<file path="config.mk">
export PLATFORM = sky130hd
export DESIGN_NAME = bp_fe_ras_ctrl
export DESIGN_NICKNAME = d
export VERILOG_FILES = /design/src/rtl/bp_fe_ras_ctrl.sv
export SDC_FILE = /design/constraint.sdc
export NUM_CORES = 1
export LEC_CHECK = 0
export CAP_MARGIN = 20
export CORE_MARGIN = 2
export CORE_UTILIZATION = 50
export DETAILED_ROUTE_END_ITERATION = 8
export PLACE_DENSITY = 0.82
export SETUP_SLACK_MARGIN = 0.2
export SYNTH_ARGS = -nofsm -noshare
export SYNTH_HDL_FRONTEND = slang
export SYNTH_SLANG_ARGS = --single-unit
</file>
<file path="constraint.sdc">
create_clock -name clk_i -period 4.75 [get_ports clk_i]
set_input_delay 0.95 -clock clk_i [delete_from_list [all_inputs] [get_ports clk_i]]
set_output_delay 0.95 -clock clk_i [all_outputs]
set_load 0.02 [all_outputs]
</file>
<file path="src/rtl/bp_fe_ras_ctrl.sv">
// bp_fe_ras_ctrl: return-address stack with checkpoint/restore of {count, top pointer}
module bp_fe_ras_ctrl #(
    parameter int vaddr_width_p = 39,
    parameter int ras_els_p = 8,
    localparam int ptr_width_lp = $clog2(ras_els_p),
    localparam int cnt_width_lp = $clog2(ras_els_p + 1)
) (
    input  logic                                 clk_i,
    input  logic                                 reset_i,
    input  logic                                 scan_v_i,
    input  logic                                 call_i,
    input  logic                                 ret_i,
    input  logic                                 compressed_i,
    input  logic [vaddr_width_p-1:0]             pc_i,
    output logic                                 tgt_v_o,
    output logic [vaddr_width_p-1:0]             tgt_o,
    output logic [ptr_width_lp+cnt_width_lp-1:0] ckpt_o,
    input  logic                                 restore_v_i,
    input  logic [ptr_width_lp+cnt_width_lp-1:0] restore_ckpt_i,
    input  logic                                 flush_i
);

    typedef enum logic [1:0] {IDLE, PUSH, POP, SWAP} op_e;

    logic [vaddr_width_p-1:0] mem [ras_els_p];
    logic [ptr_width_lp-1:0]  ptr, ptr_n, waddr;
    logic [cnt_width_lp-1:0]  cnt, cnt_n;
    logic [vaddr_width_p-1:0] ra;
    logic                     empty, full, we;
    op_e                      op;

    assign ra    = pc_i + (compressed_i ? vaddr_width_p'(2) : vaddr_width_p'(4));
    assign empty = cnt == '0;
    assign full  = cnt == cnt_width_lp'(ras_els_p);

    assign tgt_o   = mem[ptr];
    assign tgt_v_o = !empty;
    assign ckpt_o  = {cnt, ptr};

    // Decode the scan event; flush and restore suppress it, and a swap on an empty stack is a push
    always_comb begin
        op = IDLE;
        if (scan_v_i && !flush_i && !restore_v_i)
            op = call_i ? ((ret_i && !empty) ? SWAP : PUSH) : (ret_i ? POP : IDLE);
    end

    // Next pointer/count and the single write port, prioritised flush > restore > scan
    always_comb begin
        ptr_n = ptr;
        cnt_n = cnt;
        we    = 1'b0;
        waddr = ptr;
        if (flush_i) begin
            cnt_n = '0;
        end else if (restore_v_i) begin
            {cnt_n, ptr_n} = restore_ckpt_i;
        end else if (op == PUSH) begin
            ptr_n = ptr + ptr_width_lp'(1);
            cnt_n = full ? cnt : cnt + cnt_width_lp'(1);
            we    = 1'b1;
            waddr = ptr + ptr_width_lp'(1);
        end else if (op == POP && !empty) begin
            ptr_n = ptr - ptr_width_lp'(1);
            cnt_n = cnt - cnt_width_lp'(1);
        end else if (op == SWAP) begin
            we    = 1'b1;
        end
    end

    // Pointer and occupancy registers, cleared asynchronously
    always_ff @(posedge clk_i or posedge reset_i) begin
        if (reset_i) begin
            ptr <= '0;
            cnt <= '0;
        end else begin
            ptr <= ptr_n;
            cnt <= cnt_n;
        end
    end

    // Entry storage is never cleared; stale entries are hidden by the count
    always_ff @(posedge clk_i) begin
        if (we) mem[waddr] <= ra;
    end

endmodule

</file>
==> out/metrics.yaml <==
routing:
  drt-total-wl_mm: 26.0
  post-route-drc-count: 0
  routed_via_density: 5.92
  wl_per_cell_um: 23.2
  ant_nets: 0
  num_vias: 6621
  drt_iter0_drc: 517
  dr.pass1.iters: 5
grt:
  antenna_found_initial: 0
  grt_use_met1: 0.266
  grt_usage: 0.190
  grt_max_degree: 41
  grtUsageMet2: 0.316
  grt_pass1_wl_mm: 40.1
  grt-busiest-layer: "met2"
  overflow: 0
  grt_pass1_vias: 6780
  met3_usage: 0.0291
timing:
  setup_violations: 0
  min_period_ns: 4.12
  setup_ws_ns: 0.631
  worst_hold_slack_ns: 0.642
  grt_setup_unrepaired: "false"
  clock_skew_ns: 0.00645
  hold_viol_final: 0
  period_share: 0.867
  fmax_mhz: 243
  tightest_slew_ns: 0.851
  drv_slew: 0
  finalSetupTns_ns: 0
  max_slew_margin: 0.433
logic_synthesis:
  synth-async-reset-ratio: 0.0219
  syn_area_um2: 13200
  synth_compound_area_frac: 0.0116
  synth_top_family_by_area: "multiplexers"
  syn_nets: 701
  synthFlopType: "edfxtp_1"
  synth.distinct_cells: 52
  yosysWarnings: 0
  synthXorXnorAreaFrac: 0.0279
  synthMuxAreaShare: 0.171
  synth_seq_cells: 319
  synth_fa_ha_area_frac: 0.00874
  synth_edf_count: 312
  synthSimpleGateAreaFrac: 0.0436
  yosysSeqAreaShare: 0.725
  syn_avg_cell_area_um2: 20.6
  postSynthCellCount: 639
floorplanning:
  start_util: 0.507
  die_w_um: 166
  num_io_pins: 101
  die_area_um2: 27700
  row_count: 59
  fp.dieH_um: 166
  core-area_um2: 26000
clock_tree:
  cts_tree: "built"
  clock-root-buffer: "clkbuf_16"
  clockBufferDepth: 3
  cts_made_buffers: 31
  cts_sinks: 319
  htreeDepth: 1
  cts.repair.resized: 0
  path_clk_slew_ns: 0.06
  insertion_delay_ns: 0.54
  cts_hold_buf: 0
  cts_setup_buffers: 0
power:
  leakage_nw: 4.99
  powerDensity_nw_per_um2: 507
  peakVddDrop_uv: 383
  report.power.total_mw: 7.91
setup_path:
  reg2reg_depth: 8
  slowest_delay_ns: 0.76
  path_cells: "buf_4 > mux4_2 > mux2_2 > clkdlybuf4s50_1"
  critical_path.top_delay_family: "buffers and inverters"
  critPathLaunch: "ptr[0]$_DFFE_PP0P_"
  reg2reg_from: "ptr[1]$_DFFE_PP0P_"
  endpoint_kind: "output port"
  worstPathArrival_ns: 3.17
  crit_type: "reg -> out"
  startpoint_type: "flop"
  cp_data_required_time_ns: 3.80
  cp.depth: 4
  cp_slowest_cell: "dfrtp_4"
  cp_max_fo: 28
  crit_buf_inv: 2
layout:
  fill_cells: 1806
  fin_util: 0.600
  diodes: 0
  area_delta_synth_final_pct: 18.3
  drive_above_1_share: 0.253
  fin_nets: 825
place:
  port-buffer-count: 100
  dp_worst_setup_slack_ns: 0.757
  finalWeightedCongestion: 0.790
  dp.final_hpwl_mm: 15.6
outcome:
  outcome: "completed"
job:
  max_cap_violations: 0
hold_path:
  hold_path_class: "in -> async"
-- power by group --
part           total [mW]  switching, mW  internal (mW)
combinational        2.33           1.07           1.26
clock                2.20          0.952           1.25
sequential           3.38          0.206           3.17
-- Yosys cell counts, types with 2 or more instances --
cell type	instances	share of area
nand4_1	6	0.0028
xor2_1	10	0.0066
and3_1	7	0.0033
clkbuf_8	2	0.0021
inv_1	6	0.0017
mux2_2	40	0.034
nor2_1	16	0.0046
clkbuf_1	11	0.0031
nor2_2	2	0.00095
nand2b_1	2	0.00095
dfrtp_1	7	0.013
and4_1	5	0.0033
o21ai_0	2	0.00076
and2b_1	2	0.0011
buf_2	9	0.0034
ha_1	6	0.0057
o31ai_1	3	0.0017
a32oi_1	3	0.0020
mux4_2	78	0.13
edfxtp_1	312	0.71
nor3_1	5	0.0019
a21oi_1	3	0.0011
xnor2_1	32	0.021
fa_1	2	0.0030
and2_1	4	0.0019
nor3_2	2	0.0015
mux2i_1	4	0.0030
nand2_1	18	0.0051
nand3_1	16	0.0061
and3b_1	2	0.0013
-- final cells by class --
class	count	area, um^2	share of cell area
repair buffers	115	1140	0.0731
clock buffers	39	806	0.0517
multi-input cells	288	3530	0.226
inverters	8	35.0	0.00225
clock inverters	14	104	0.00666
flip-flops and latches	319	9550	0.613
well taps	335	419	0.0269
-- worst register-to-register path: stages (launching register included) --
cell and delay (ns):
dfrtp_4 0.84, buf_4 0.33, inv_1 0.11, ha_1 0.35
inv_1 0.07, nor2_1 0.10, a32oi_1 0.14, nor2_4 0.14
buf_4 0.55
-- path summary, 6_finish.rpt --
kind | endpoint | slack [ns]
max in group asynchronous | ptr[0]$_DFFE_PP0P_ | 3.87
worst max register to register | mem[7][12]$_DFFE_PP_ | 1.71
worst min register to register | cnt[2]$_DFFE_PP0P_ | 0.77
worst min-delay path | cnt[2]$_DFFE_PP0P_ | 0.64
min in group clk_i | cnt[2]$_DFFE_PP0P_ | 0.77
worst max-delay path | tgt_o[13] | 0.63
-- metal layers --
layer,part of all wire,vias to the layer above
li1,-,2875
met1,0.41,3444
met2,0.50,258
met3,0.065,44
met4,0.028,0
met5,0,-
-- state kept, by name, summed over array words and instances (netlist names) --
name,count
mem,312
cnt,4
ptr,3
-- per-stage QoR --
step	cells	cell area (um^2)
6_report	1118	15600
5_1_grt	1118	15600
4_1_cts	1118	15600
3_5_place_dp	1065	14700
3_3_place_gp	1065	14700
2_1_floorplan	639	13200
-- logic make-up (layout without fill, tap and decap cells) --
kind of cell,Yosys count,count (layout)
compound gates,18,18
mux,123,123
buf+inv,32,176
simple gates,97,97
flops,319,319
fa+ha+maj,8,8
xor+xnor,42,42
-- layout by cell type (no fill, tap or decap), types with 4 or more instances in the layout --
cell type,synthesis,layout
nor2_1,16,8
dfrtp_1,7,4
clkdlybuf4s50_1,0,100
mux4_2,78,78
and2_1,4,4
nor3_1,5,5
xor2_1,10,10
edfxtp_1,312,312
nor2_4,0,8
nand2_1,18,18
inv_1,6,6
and3_1,7,7
clkinv_1,0,6
ha_1,6,6
nand3_1,16,16
mux2i_1,4,4
and4_1,5,5
clkbuf_1,11,8
clkbuf_16,0,31
nand4_1,6,6
xnor2_1,32,32
mux2_2,40,40
buf_4,1,13
No activity file was read; power rests on OpenSTA's default activity.
